$ cat src/rtl/fifo_pkg.sv
// fifo_pkg: shared constants for the 8-entry FIFO (controller state
// encoding, depth and pointer/count widths).
package fifo_pkg;

  localparam int FIFO_DEPTH = 8;
  localparam int PTR_W      = 3;
  localparam int CNT_W      = 4;

  localparam logic [2:0] INIT   = 3'b000;
  localparam logic [2:0] WRITE  = 3'b001;
  localparam logic [2:0] WR_ERR = 3'b010;
  localparam logic [2:0] NO_OP  = 3'b011;
  localparam logic [2:0] READ   = 3'b100;
  localparam logic [2:0] RD_ERR = 3'b101;

  localparam logic [CNT_W-1:0] CNT_FULL = CNT_W'(FIFO_DEPTH);

endpackage

$ cat src/rtl/fifo_err_counter.sv
// fifo_err_counter: 8-bit saturating event counter.
// Ports: clk, rst (async high), i_inc strobe, o_cnt count.
module fifo_err_counter (
  input  logic       clk,
  input  logic       rst,
  input  logic       i_inc,
  output logic [7:0] o_cnt
);

  logic [7:0] r_cnt;

  always_ff @(posedge clk or posedge rst) begin
    if (rst) begin
      r_cnt <= 8'd0;
    end else if (i_inc && (r_cnt != 8'hFF)) begin
      r_cnt <= r_cnt + 8'd1;
    end
  end

  assign o_cnt = r_cnt;

endmodule

$ cat src/rtl/fifo_cal.sv
// fifo_cal: combinational next-state calculator for the 8-entry FIFO,
// plus error statistics when FIFO_CAL_ERR_STATS_EN is defined.
// Ports: clk, rst (async high); state, head, tail, data_count in;
// we, re, next_head, next_tail, next_data_count,
// wr_err_cnt, rd_err_cnt out (counters tie to 0 without the macro).
module fifo_cal
  import fifo_pkg::*;
(
  input  logic             clk,
  input  logic             rst,
  input  logic [2:0]       state,
  input  logic [PTR_W-1:0] head,
  input  logic [PTR_W-1:0] tail,
  input  logic [CNT_W-1:0] data_count,
  output logic             we,
  output logic             re,
  output logic [PTR_W-1:0] next_head,
  output logic [PTR_W-1:0] next_tail,
  output logic [CNT_W-1:0] next_data_count,
  output logic [7:0]       wr_err_cnt,
  output logic [7:0]       rd_err_cnt
);

  // Counts of 9..15 fall into the full branch too.
  logic w_full;
  logic w_empty;

  assign w_full  = (data_count >= CNT_FULL);
  assign w_empty = (data_count == '0);

  always_comb begin
    we              = 1'b0;
    re              = 1'b0;
    next_head       = head;
    next_tail       = tail;
    next_data_count = data_count;
    unique case (state)
      INIT: begin
        next_head       = '0;
        next_tail       = '0;
        next_data_count = '0;
      end
      WRITE: begin
        if (!w_full) begin
          we              = 1'b1;
          next_tail       = tail + 3'd1;
          next_data_count = data_count + 4'd1;
        end
      end
      READ: begin
        if (!w_empty) begin
          re              = 1'b1;
          next_head       = head + 3'd1;
          next_data_count = data_count - 4'd1;
        end
      end
      default: begin
      end
    endcase
  end

`ifdef FIFO_CAL_ERR_STATS_EN
  logic w_wr_err;
  logic w_rd_err;

  assign w_wr_err = (state == WR_ERR);
  assign w_rd_err = (state == RD_ERR);

  fifo_err_counter u_wr_err (
    .clk   (clk),
    .rst   (rst),
    .i_inc (w_wr_err),
    .o_cnt (wr_err_cnt)
  );

  fifo_err_counter u_rd_err (
    .clk   (clk),
    .rst   (rst),
    .i_inc (w_rd_err),
    .o_cnt (rd_err_cnt)
  );
`else
  // clk/rst only feed the statistics; keep them referenced.
  logic w_unused;
  assign w_unused   = clk ^ rst;
  assign wr_err_cnt = 8'd0;
  assign rd_err_cnt = 8'd0;
`endif

endmodule

$ cat config.mk
export PLATFORM = sky130hd
export DESIGN_NAME = fifo_cal
export DESIGN_NICKNAME = d
export VERILOG_FILES = /design/src/rtl/fifo_pkg.sv /design/src/rtl/fifo_err_counter.sv /design/src/rtl/fifo_cal.sv
export SDC_FILE = /design/constraint.sdc
export NUM_CORES = 1
export LEC_CHECK = 0
export CORE_UTILIZATION = 33
export DETAILED_ROUTE_END_ITERATION = 10
export PLACE_DENSITY = 0.82
export REMOVE_ABC_BUFFERS = 1
export SETUP_SLACK_MARGIN = 0.15
export SYNTH_ARGS = -nofsm -noshare
export SYNTH_HDL_FRONTEND = slang
export SYNTH_SLANG_ARGS = --single-unit
$ cat constraint.sdc
create_clock -name vclk -period 2.1
set_input_delay 0.525 -clock vclk [all_inputs]
set_output_delay 0.525 -clock vclk [all_outputs]
set_load 0.02 [all_outputs]
; Yosys cells after proc, flatten, opt, wreduce, memory -nomap -nowiden
; Index checks and enable logic that the tools add are counted.
[word_totals]
reg_bits = 0
input_bits = 15
output_inout_bits = 28
elab_cells = 20
[classes]
n_addsub = 4
order_cmp = 1
eq_ne = 2
n_mux = 11
reduce_logical = 2
[op_table]
columns = cell, count
row1 = $pmux 3 s2, 2
row2 = $pmux 4 s3, 1
row3 = $mux 4, 2
row4 = $add 3x1->3 const B, 2
row5 = $mux 3, 2
row6 = $add 4x1->4 const B, 1
row7 = $ge 4x4->1 const B, 1
row8 = $logic_not 4->1, 1
row9 = $mux 1, 4
row10 = $sub 4x1->4 const B, 1
row11 = $eq 3x1->1 const B, 1
row12 = $eq 3x3->1 const B, 1
row13 = $logic_not 3->1, 1

; Longest topological paths before layout
; Gate-level depths: netlist (run 1).
[logic_depth]
ltp_word = 3
ltp_mapped = 5

; Worst setup path after synthesis (run 1)
; No wires, ideal clock.
[synth_path]
path_type = in2out
start = input port data_count[0]
end = output port next_data_count[1]
arrival_time_ps = 1928
path_slack_ps = -353
cell_stages = 5
path_buffers = 0
path_cell_list = inv_1 ha_1 or3b_4 nand2_1 o311ai_0
[synth_via]
elab_chain_cells = 3
word_cells_on_any_way = 7
cone_classes = add/sub (2) / order compare (1) / mux (3) / reduce/logical (1)
[synth_lines]
columns = element, line
row1 = start: declaration, fifo_cal.sv:14  ; input logic [CNT_W-1:0] data_count,
row2 = "$sub 4x1->4, or another cell as far along", fifo_cal.sv:54  ; next_data_count = data_count - 4'd1;
row3 = $mux 4 (on tied branches), "fifo_cal.sv:51, fifo_cal.sv:44"
row4 = $pmux 4 s3 (*), fifo_cal.sv:37  ; unique case (state)
row5 = end: declaration, fifo_cal.sv:19  ; output logic [CNT_W-1:0] next_data_count,
; Every way passes the cells marked *; elsewhere a longest branch is shown, timed or not.

; Worst setup path after layout (run 1)
[layout_path]
start = input port head[2]
end = output port next_head[2]
[layout_via]
elab_chain_cells = 3
[layout_lines]
columns = element, line
row1 = start: declaration, fifo_cal.sv:12  ; input logic [PTR_W-1:0] head,
row2 = $add 3x1->3, fifo_cal.sv:53  ; next_head = head + 3'd1;
row3 = $mux 3, fifo_cal.sv:51  ; if (!w_empty) begin
row4 = $pmux 3 s2 (*), fifo_cal.sv:37
row5 = end: declaration, fifo_cal.sv:17  ; output logic [PTR_W-1:0] next_head,
; Marked as above.

==> impl_metrics.env, run 1 <==
export IMPL_path_class="input port to output port"
export IMPL_stdcell_area_um2=1140
export IMPL_nClkBuffers=0
export IMPL_top_layer_used="met4"
export IMPL_place_gp_congestion=0.900
export IMPL_placed_cell_area_um2=933
export IMPL_drtIter0Drc=86
export IMPL_status="complete, but fails checks"
export IMPL_finalHoldViolCount=0
export IMPL_setup_viol=5
export IMPL_num_rows=14
export IMPL_pre_cts_slack_ns=-1.07
export IMPL_min_path_type="input port to output port"
export IMPL_via_per_inst=5.89
export IMPL_drc=3
export IMPL_path_cells="clkdlybuf4s50_1, nor4b_1, and3_4, a211o_1, buf_6"
export IMPL_worstPathMaxFanout=2
export IMPL_antenna_found_initial=0
export IMPL_ys_seq_area_share_pct=0
export IMPL_initial_core_util_pct=36.8
export IMPL_grt_pass1_vias=797
export IMPL_diodes=0
export IMPL_finalPower_mw=0.281
export IMPL_required_ns=1.57
export IMPL_synth_top_area_share_pct=20.9
export IMPL_synth_warnings=0
export IMPL_via_count=877
export IMPL_rsz0062_at_grt="yes"
export IMPL_slowest_stage="clkdlybuf4s50_1"
export IMPL_maxSlewViolCount=0
export IMPL_crit_path_end_kind="output port"
export IMPL_crit_family="simple AND/OR/NAND/NOR gates"
export IMPL_io_buffers=25
export IMPL_seq_cell_count=0
export IMPL_leakagePower_nw=0.551
export IMPL_synthTopCellsByCount="buf_4 (16), nand2_1 (9), ha_1 (4), inv_1 (4), nor2b_1 (4)"
export IMPL_overflow=0
export IMPL_boundaryPins=43
export IMPL_finalCritPeriodShare_pct=111
export IMPL_cts_hold_buffers=0
export IMPL_drive_gt1_share_pct=59.4
export IMPL_synth_distinct_cells=41
export IMPL_layout_area_overhead_vs_synth_pct=98.3
export IMPL_drt_total_wl_mm=2.93
export IMPL_start_kind="input port"
export IMPL_min_period_ns=2.34
export IMPL_p_per_area_nw_per_um2=246
export IMPL_fin_nets=154
export IMPL_synth_area_um2=574
export IMPL_syn_inst=83
export IMPL_synth_top_cell_by_area="buf_4"
export IMPL_max_freq_mhz=428
export IMPL_violations="DRC, setup timing"
export IMPL_antenna_left=0
export IMPL_grt_pass1_wl_mm=3.80
export IMPL_crit_buf_inv=2
export IMPL_core_area_um2=1560
export IMPL_avgSynthCellArea_um2=6.92
export IMPL_maxCapViolCount=0
export IMPL_wl_met2_mm=1.46
export IMPL_die_h_um=43.7
export IMPL_wire_per_inst_um=19.6
export IMPL_critPathMaxStageDelay_ns=0.42
export IMPL_place_hpwl_mm=1.48
export IMPL_worst_slack_ns=-0.238
export IMPL_wl_met1_mm=1.04
export IMPL_seqCellArea_um2=0
export IMPL_crit_arrival_ns=1.81
export IMPL_ir_worst_vdd_mv=0.152
export IMPL_die_area_um2=1910
export IMPL_grt_usage_pct=25.9
export IMPL_detail_route_first_pass_iterations=7
export IMPL_yosys_top_cells_area="buf_4 (21%), ha_1 (8.7%), nand2_1 (5.9%)"
export IMPL_final_util_pct=73.0
export IMPL_wl_met3_um=307
export IMPL_die_w_um=43.7
export IMPL_synth_most_common_cell="buf_4"
export IMPL_grt_max_degree=9
## routing by layer
metal	GRT usage [%]	vias to the layer above
met5	0	-
met4	11.9	0
met3	2.50	16
met2	45.7	97
met1	31.2	397
li1	-	367
## per-stage QoR
step / TNS, ns / hold WS (ns) / instances
finish: -0.860 / 1.48 / 149
floorplan: -1.31 / 1.11 / 77
global route: -1.10 / 1.49 / 149
detailed placement: -10.73 / 2.23 / 143
global placement: -10.23 / 2.23 / 143
CTS: -0.407 / 1.50 / 148
## logic make-up (layout without fill, tap and decap cells)
group / count (synthesis) / in the layout / synth area share, %
compound gates: 16 / 16 / 21.6
xor+xnor: 1 / 1 / 1.53
fa+ha+maj: 4 / 4 / 8.71
buf+inv: 25 / 60 / 29.6
mux: 2 / 2 / 3.70
other cells: 1 / 16 / 0.653
simple gates: 34 / 34 / 34.2
## report_power, final
part	internal (mW)	switching [mW]	leakage (nW)	total [mW]
registers	0	0	0	0
logic	0.129	0.152	0.551	0.281
clock network	0	0	0	0
## worst min-delay path: stages
cell	delay, ns
buf_6	0.08
buf_4	0.09
a22o_1	0.13
buf_6	0.12
## placed cells by master (no fill, tap or decap), types with 2 or more instances in the layout
| cell type | synthesis | layout |
|---|---|---|
| inv_6 | 0 | 2 |
| nand2_1 | 9 | 8 |
| conb_1 | 1 | 16 |
| nand3_1 | 3 | 3 |
| nor3_4 | 0 | 2 |
| buf_8 | 0 | 4 |
| buf_6 | 2 | 11 |
| nor2_1 | 3 | 2 |
| dlygate4sd2_1 | 0 | 2 |
| buf_4 | 16 | 33 |
| buf_2 | 1 | 4 |
| ha_4 | 0 | 2 |
| nor2b_1 | 4 | 2 |
## path summary, 6_finish.rpt
path / start / end / slack (ns) / cells past startpoint
min: tail[1] / next_tail[1] / 1.48 / 4
max: head[2] / next_head[2] / -0.24 / 5
## cell type report
class	count	area, um^2
Timing Repair Buffer	56	492
Fill cell	101	420
Inverter	4	25.0
Tap cell	16	20.0
Multi-Input combinational cell	73	602
## timing repair
action | in CTS | in global routing
gates resized for setup | 144 | 19
pin swaps | 14 | 5
buffers inserted | 5 | 1
setup endpoints to repair | 12 | 12
No activity file was read; power rests on OpenSTA's default activity.
==> run 2, diff against run 1 <==
SKIP_LAST_GASP = 1   (was not set)
==> run 2 against run 1 <==
The run still ends with DRC, setup timing left. Count of clock-buffer cells in the layout stayed put. Sequential cell count unchanged. Die area is the same. Worst hold slack better by 0.0025 ns. Design area is 0.66% higher. Cell count is the same. Worst setup slack gained 0.040 ns. Routed wire length fell by 11%. First-iteration DRC count fell by 64%. Sequential share of layout area unchanged. Critical path depth grew 2. Global-route usage rose by 0.26 points.
==> impl_metrics.env, run 2 (synthesized netlist as in run 1, its figures left out) <==
export IMPL_finalHoldViolCount=0
export IMPL_place_gp_congestion=0.900
export IMPL_grt_usage_pct=26.1
export IMPL_boundaryPins=43
export IMPL_diodes=0
export IMPL_slowest_stage="or3b_4"
export IMPL_via_per_inst=5.67
export IMPL_crit_arrival_ns=1.77
export IMPL_hold_end="next_tail[1]"
export IMPL_stdcell_area_um2=1150
export IMPL_wire_per_inst_um=17.5
export IMPL_maxCapViolCount=0
export IMPL_seq_cell_count=0
export IMPL_required_ns=1.57
export IMPL_final_common_cell="buf_4"
export IMPL_nClkBuffers=0
export IMPL_violations="DRC, setup timing"
export IMPL_leakagePower_nw=0.550
export IMPL_io_buffers=25
export IMPL_die_area_um2=1910
export IMPL_via_count=845
export IMPL_crit_path_end_kind="output port"
export IMPL_rsz0062_at_grt="yes"
export IMPL_place_hpwl_mm=1.48
export IMPL_drtIter0Drc=31
export IMPL_initial_core_util_pct=36.8
export IMPL_max_freq_mhz=435
export IMPL_grt_max_degree=9
export IMPL_detail_route_first_pass_iterations=7
export IMPL_ir_worst_vdd_mv=0.148
export IMPL_path_cells="buf_8, inv_6, ha_4, or3b_4, and3_4, a211o_1, buf_6"
export IMPL_critPathMaxStageDelay_ns=0.42
export IMPL_start_kind="input port"
export IMPL_antenna_left=0
export IMPL_p_per_area_nw_per_um2=240
export IMPL_hp_start="tail[1]"
export IMPL_finalCritPeriodShare_pct=109
export IMPL_hold_depth=4
export IMPL_min_period_ns=2.30
export IMPL_layout_area_overhead_vs_synth_pct=99.6
export IMPL_core_area_um2=1560
export IMPL_cp_startpoint="data_count[0]"
export IMPL_min_path_type="input port to output port"
export IMPL_path_class="input port to output port"
export IMPL_grt_pass1_wl_mm=3.79
export IMPL_fin_nets=154
export IMPL_overflow=0
export IMPL_worstPathMaxFanout=4
export IMPL_die_h_um=43.7
export IMPL_placed_cell_area_um2=933
export IMPL_setup_viol=5
export IMPL_die_w_um=43.7
export IMPL_drc=3
export IMPL_num_rows=14
export IMPL_worst_slack_ns=-0.198
export IMPL_antenna_found_initial=0
export IMPL_final_cell_mix="buf_4 (33), conb_1 (16), buf_6 (12), nand2_1 (8), buf_2 (4)"
export IMPL_cts_hold_buffers=0
export IMPL_finalSetupTns_ns=-0.874
export IMPL_status="complete, but fails checks"
export IMPL_grt_pass1_vias=774
export IMPL_seqCellArea_um2=0
export IMPL_drt_total_wl_mm=2.61
export IMPL_drive_gt1_share_pct=59.4
export IMPL_maxSlewViolCount=0
run 2: worst max path at each step:
stage                         end
2_1_floorplan  next_data_count[1]
3_3_place_gp         next_head[0]
3_5_place_dp   next_data_count[0]
4_1_cts              next_head[2]
5_1_grt        next_data_count[0]
6_report             next_head[2]
run 2: area by class of cell:
cell class	count	area, um^2
inverter	4	22.5
multi-input combinational	73	619
fill	103	413
timing repair buffer	56	484
tap	16	20.0
run 2: critical path, delay by kind of cell:
family	cells	cell delay, ns
simple gates	2	0.58
buf+inv	3	0.28
compound gates	1	0.24
fa+ha+maj	1	0.13
run 2: metal layers:
layer	part of all wire [%]	vias to the layer above	track usage, %	wire [um]
met2	49	69	46.0	1280
met3	8.1	14	2.50	212
li1	-	367	-	-
met5	0	-	0	0
met4	5.8	0	12.5	152
met1	37	395	31.5	966
run 2: what timing repair did:
item | 4_1_cts | 5_1_grt
pin swaps | 14 | 8
resized for setup | 140 | 20
setup buffers | 5 | 1
setup endpoints to repair | 12 | 12
run 2: per-stage QoR:
stage | util, % | worst slack [ns] | hold WS [ns] | total power [mW] | std cells
5_1_grt | 73.5 | -0.236 | 1.50 | 0.289 | 149
6_report | 73.5 | -0.198 | 1.48 | 0.275 | 149
2_1_floorplan | - | -0.353 | 1.11 | 0.0974 | 77
3_5_place_dp | 59.9 | -1.07 | 2.23 | 0.220 | 143
3_3_place_gp | 59.9 | -1.00 | 2.23 | 0.214 | 143
4_1_cts | 68.4 | -0.192 | 1.50 | 0.245 | 148
run 2: power by group:
group          total [mW]  leakage [nW]  switching, mW  internal [mW]
Clock                   0             0              0              0
Sequential              0             0              0              0
Combinational       0.275         0.550          0.149          0.126
==> run 3, diff against run 2 <==
CORE_MARGIN = 4   (was not set)
==> run 3 against run 2 <==
The flow finishes with violations (setup timing). First-iteration DRC count shrank 13%. Worst setup slack lost 0.0048 ns. Non-clock buffer count decreased by 4. Power is 1.2% lower. Cell count fell by 2.7%. Critical path type unchanged.
==> impl_metrics.env, run 3 (synthesized netlist as in run 1, its figures left out) <==
export IMPL_status="complete, but fails checks"
export IMPL_violations="setup timing"
export IMPL_finalSetupTns_ns=-1.14
export IMPL_max_freq_mhz=434
export IMPL_initial_core_util_pct=36.4
export IMPL_worst_pin_slew_ns=0.467
export IMPL_leakagePower_nw=0.542
export IMPL_drc=0
export IMPL_multi_input_area_um2=628
export IMPL_finalPower_mw=0.271
export IMPL_die_area_um2=2470
export IMPL_nFillCells=105
export IMPL_start_kind="input port"
export IMPL_drive_gt1_share_pct=57.4
export IMPL_placed_cell_area_um2=911
export IMPL_min_period_ns=2.30
export IMPL_top_layer_used="met4"
export IMPL_boundaryPins=43
export IMPL_dpl_cell_count=140
export IMPL_grt_pass1_vias=724
export IMPL_setup_viol=8
export IMPL_grt_pass1_wl_mm=3.15
export IMPL_nClkBuffers=0
export IMPL_grt_max_degree=10
export IMPL_seq_cell_count=0
export IMPL_num_rows=14
export IMPL_grt_usage_pct=15.3
export IMPL_relSlewSlack_pct=68.0
export IMPL_finalHoldViolCount=0
export IMPL_path_class="input port to output port"
export IMPL_diodes=0
export IMPL_maxCapViolCount=0
export IMPL_worstPathMaxFanout=4
export IMPL_final_cell_mix="buf_6 (20), buf_4 (20), conb_1 (16), nand2_1 (9), buf_2 (5)"
export IMPL_maxSlewViolCount=0
export IMPL_via_count=784
export IMPL_hold_depth=3
export IMPL_die_h_um=49.7
export IMPL_min_path_type="input port to output port"
export IMPL_drt_total_wl_mm=2.48
export IMPL_seqCellArea_um2=0
export IMPL_die_w_um=49.7
export IMPL_place_gp_congestion=0.892
export IMPL_layout_area_overhead_vs_synth_pct=102
export IMPL_stdcell_area_um2=1160
export IMPL_p_per_area_nw_per_um2=234
export IMPL_antenna_found_initial=0
export IMPL_holdWs_ns=1.39
export IMPL_io_buffers=25
export IMPL_core_area_um2=1580
export IMPL_crit_path_end_kind="output port"
export IMPL_finalNonFillerCells=145
export IMPL_worst_slack_ns=-0.203
export IMPL_cts_hold_buffers=0
export IMPL_ir_worst_vdd_mv=0.143
export IMPL_crit_arrival_ns=1.78
export IMPL_detail_route_first_pass_iterations=4
export IMPL_overflow=0
export IMPL_wire_per_inst_um=17.1
export IMPL_fin_nets=150
export IMPL_required_ns=1.57
export IMPL_wl_met1_um=961
export IMPL_rsz0062_at_grt="yes"
export IMPL_antenna_left=0
export IMPL_via_per_inst=5.41
export IMPL_place_hpwl_mm=1.45
export IMPL_wl_met3_um=164
export IMPL_finalCritPeriodShare_pct=110
export IMPL_wl_met2_mm=1.29
export IMPL_drtIter0Drc=27
## run 3: cell type report
type               count  area share [%]
multi-input cells     73            54.3
repair buffers        52            42.1
inverters              4            1.95
well taps             16            1.73
## run 3: stage by stage
step	util (%)	worst slack [ns]
final	73.4	-0.203
after global placement	57.8	-1.02
after floorplan	-	-0.353
after CTS	61.0	-0.183
after detailed placement	57.8	-1.07
after global routing	73.4	-0.253
## run 3: repair_timing
item,CTS,global route
pin swaps,13,10
resized for setup,127,45
setup buffers,1,4
setup endpoints to repair,12,11
## run 3: worst paths after layout
check | startpoint | to | slack [ns]
setup / recovery | data_count[0] | next_data_count[0] | -0.20
hold / removal | tail[1] | next_tail[1] | 1.39
## run 3: layer usage
| layer | vias to the layer above | global-route usage [%] |
|---|---|---|
| li1 | 359 | - |
| met1 | 371 | 16.8 |
| met2 | 48 | 31.9 |
| met3 | 6 | 1.51 |
| met4 | 0 | 0.461 |
| met5 | - | 0 |
## run 3: critical path, cell delays in order
cell and delay (ns):
buf_8 0.10, inv_6 0.05, ha_4 0.14, buf_6 0.10
nor3b_4 0.19, buf_6 0.15, nor4_4 0.04, nor4_2 0.25
buf_2 0.22
## run 3: power breakdown
part | internal [mW] | switching, mW | total (mW)
logic | 0.126 | 0.145 | 0.271
registers | 0 | 0 | 0
clock network | 0 | 0 | 0
total | 0.126 | 0.145 | 0.271
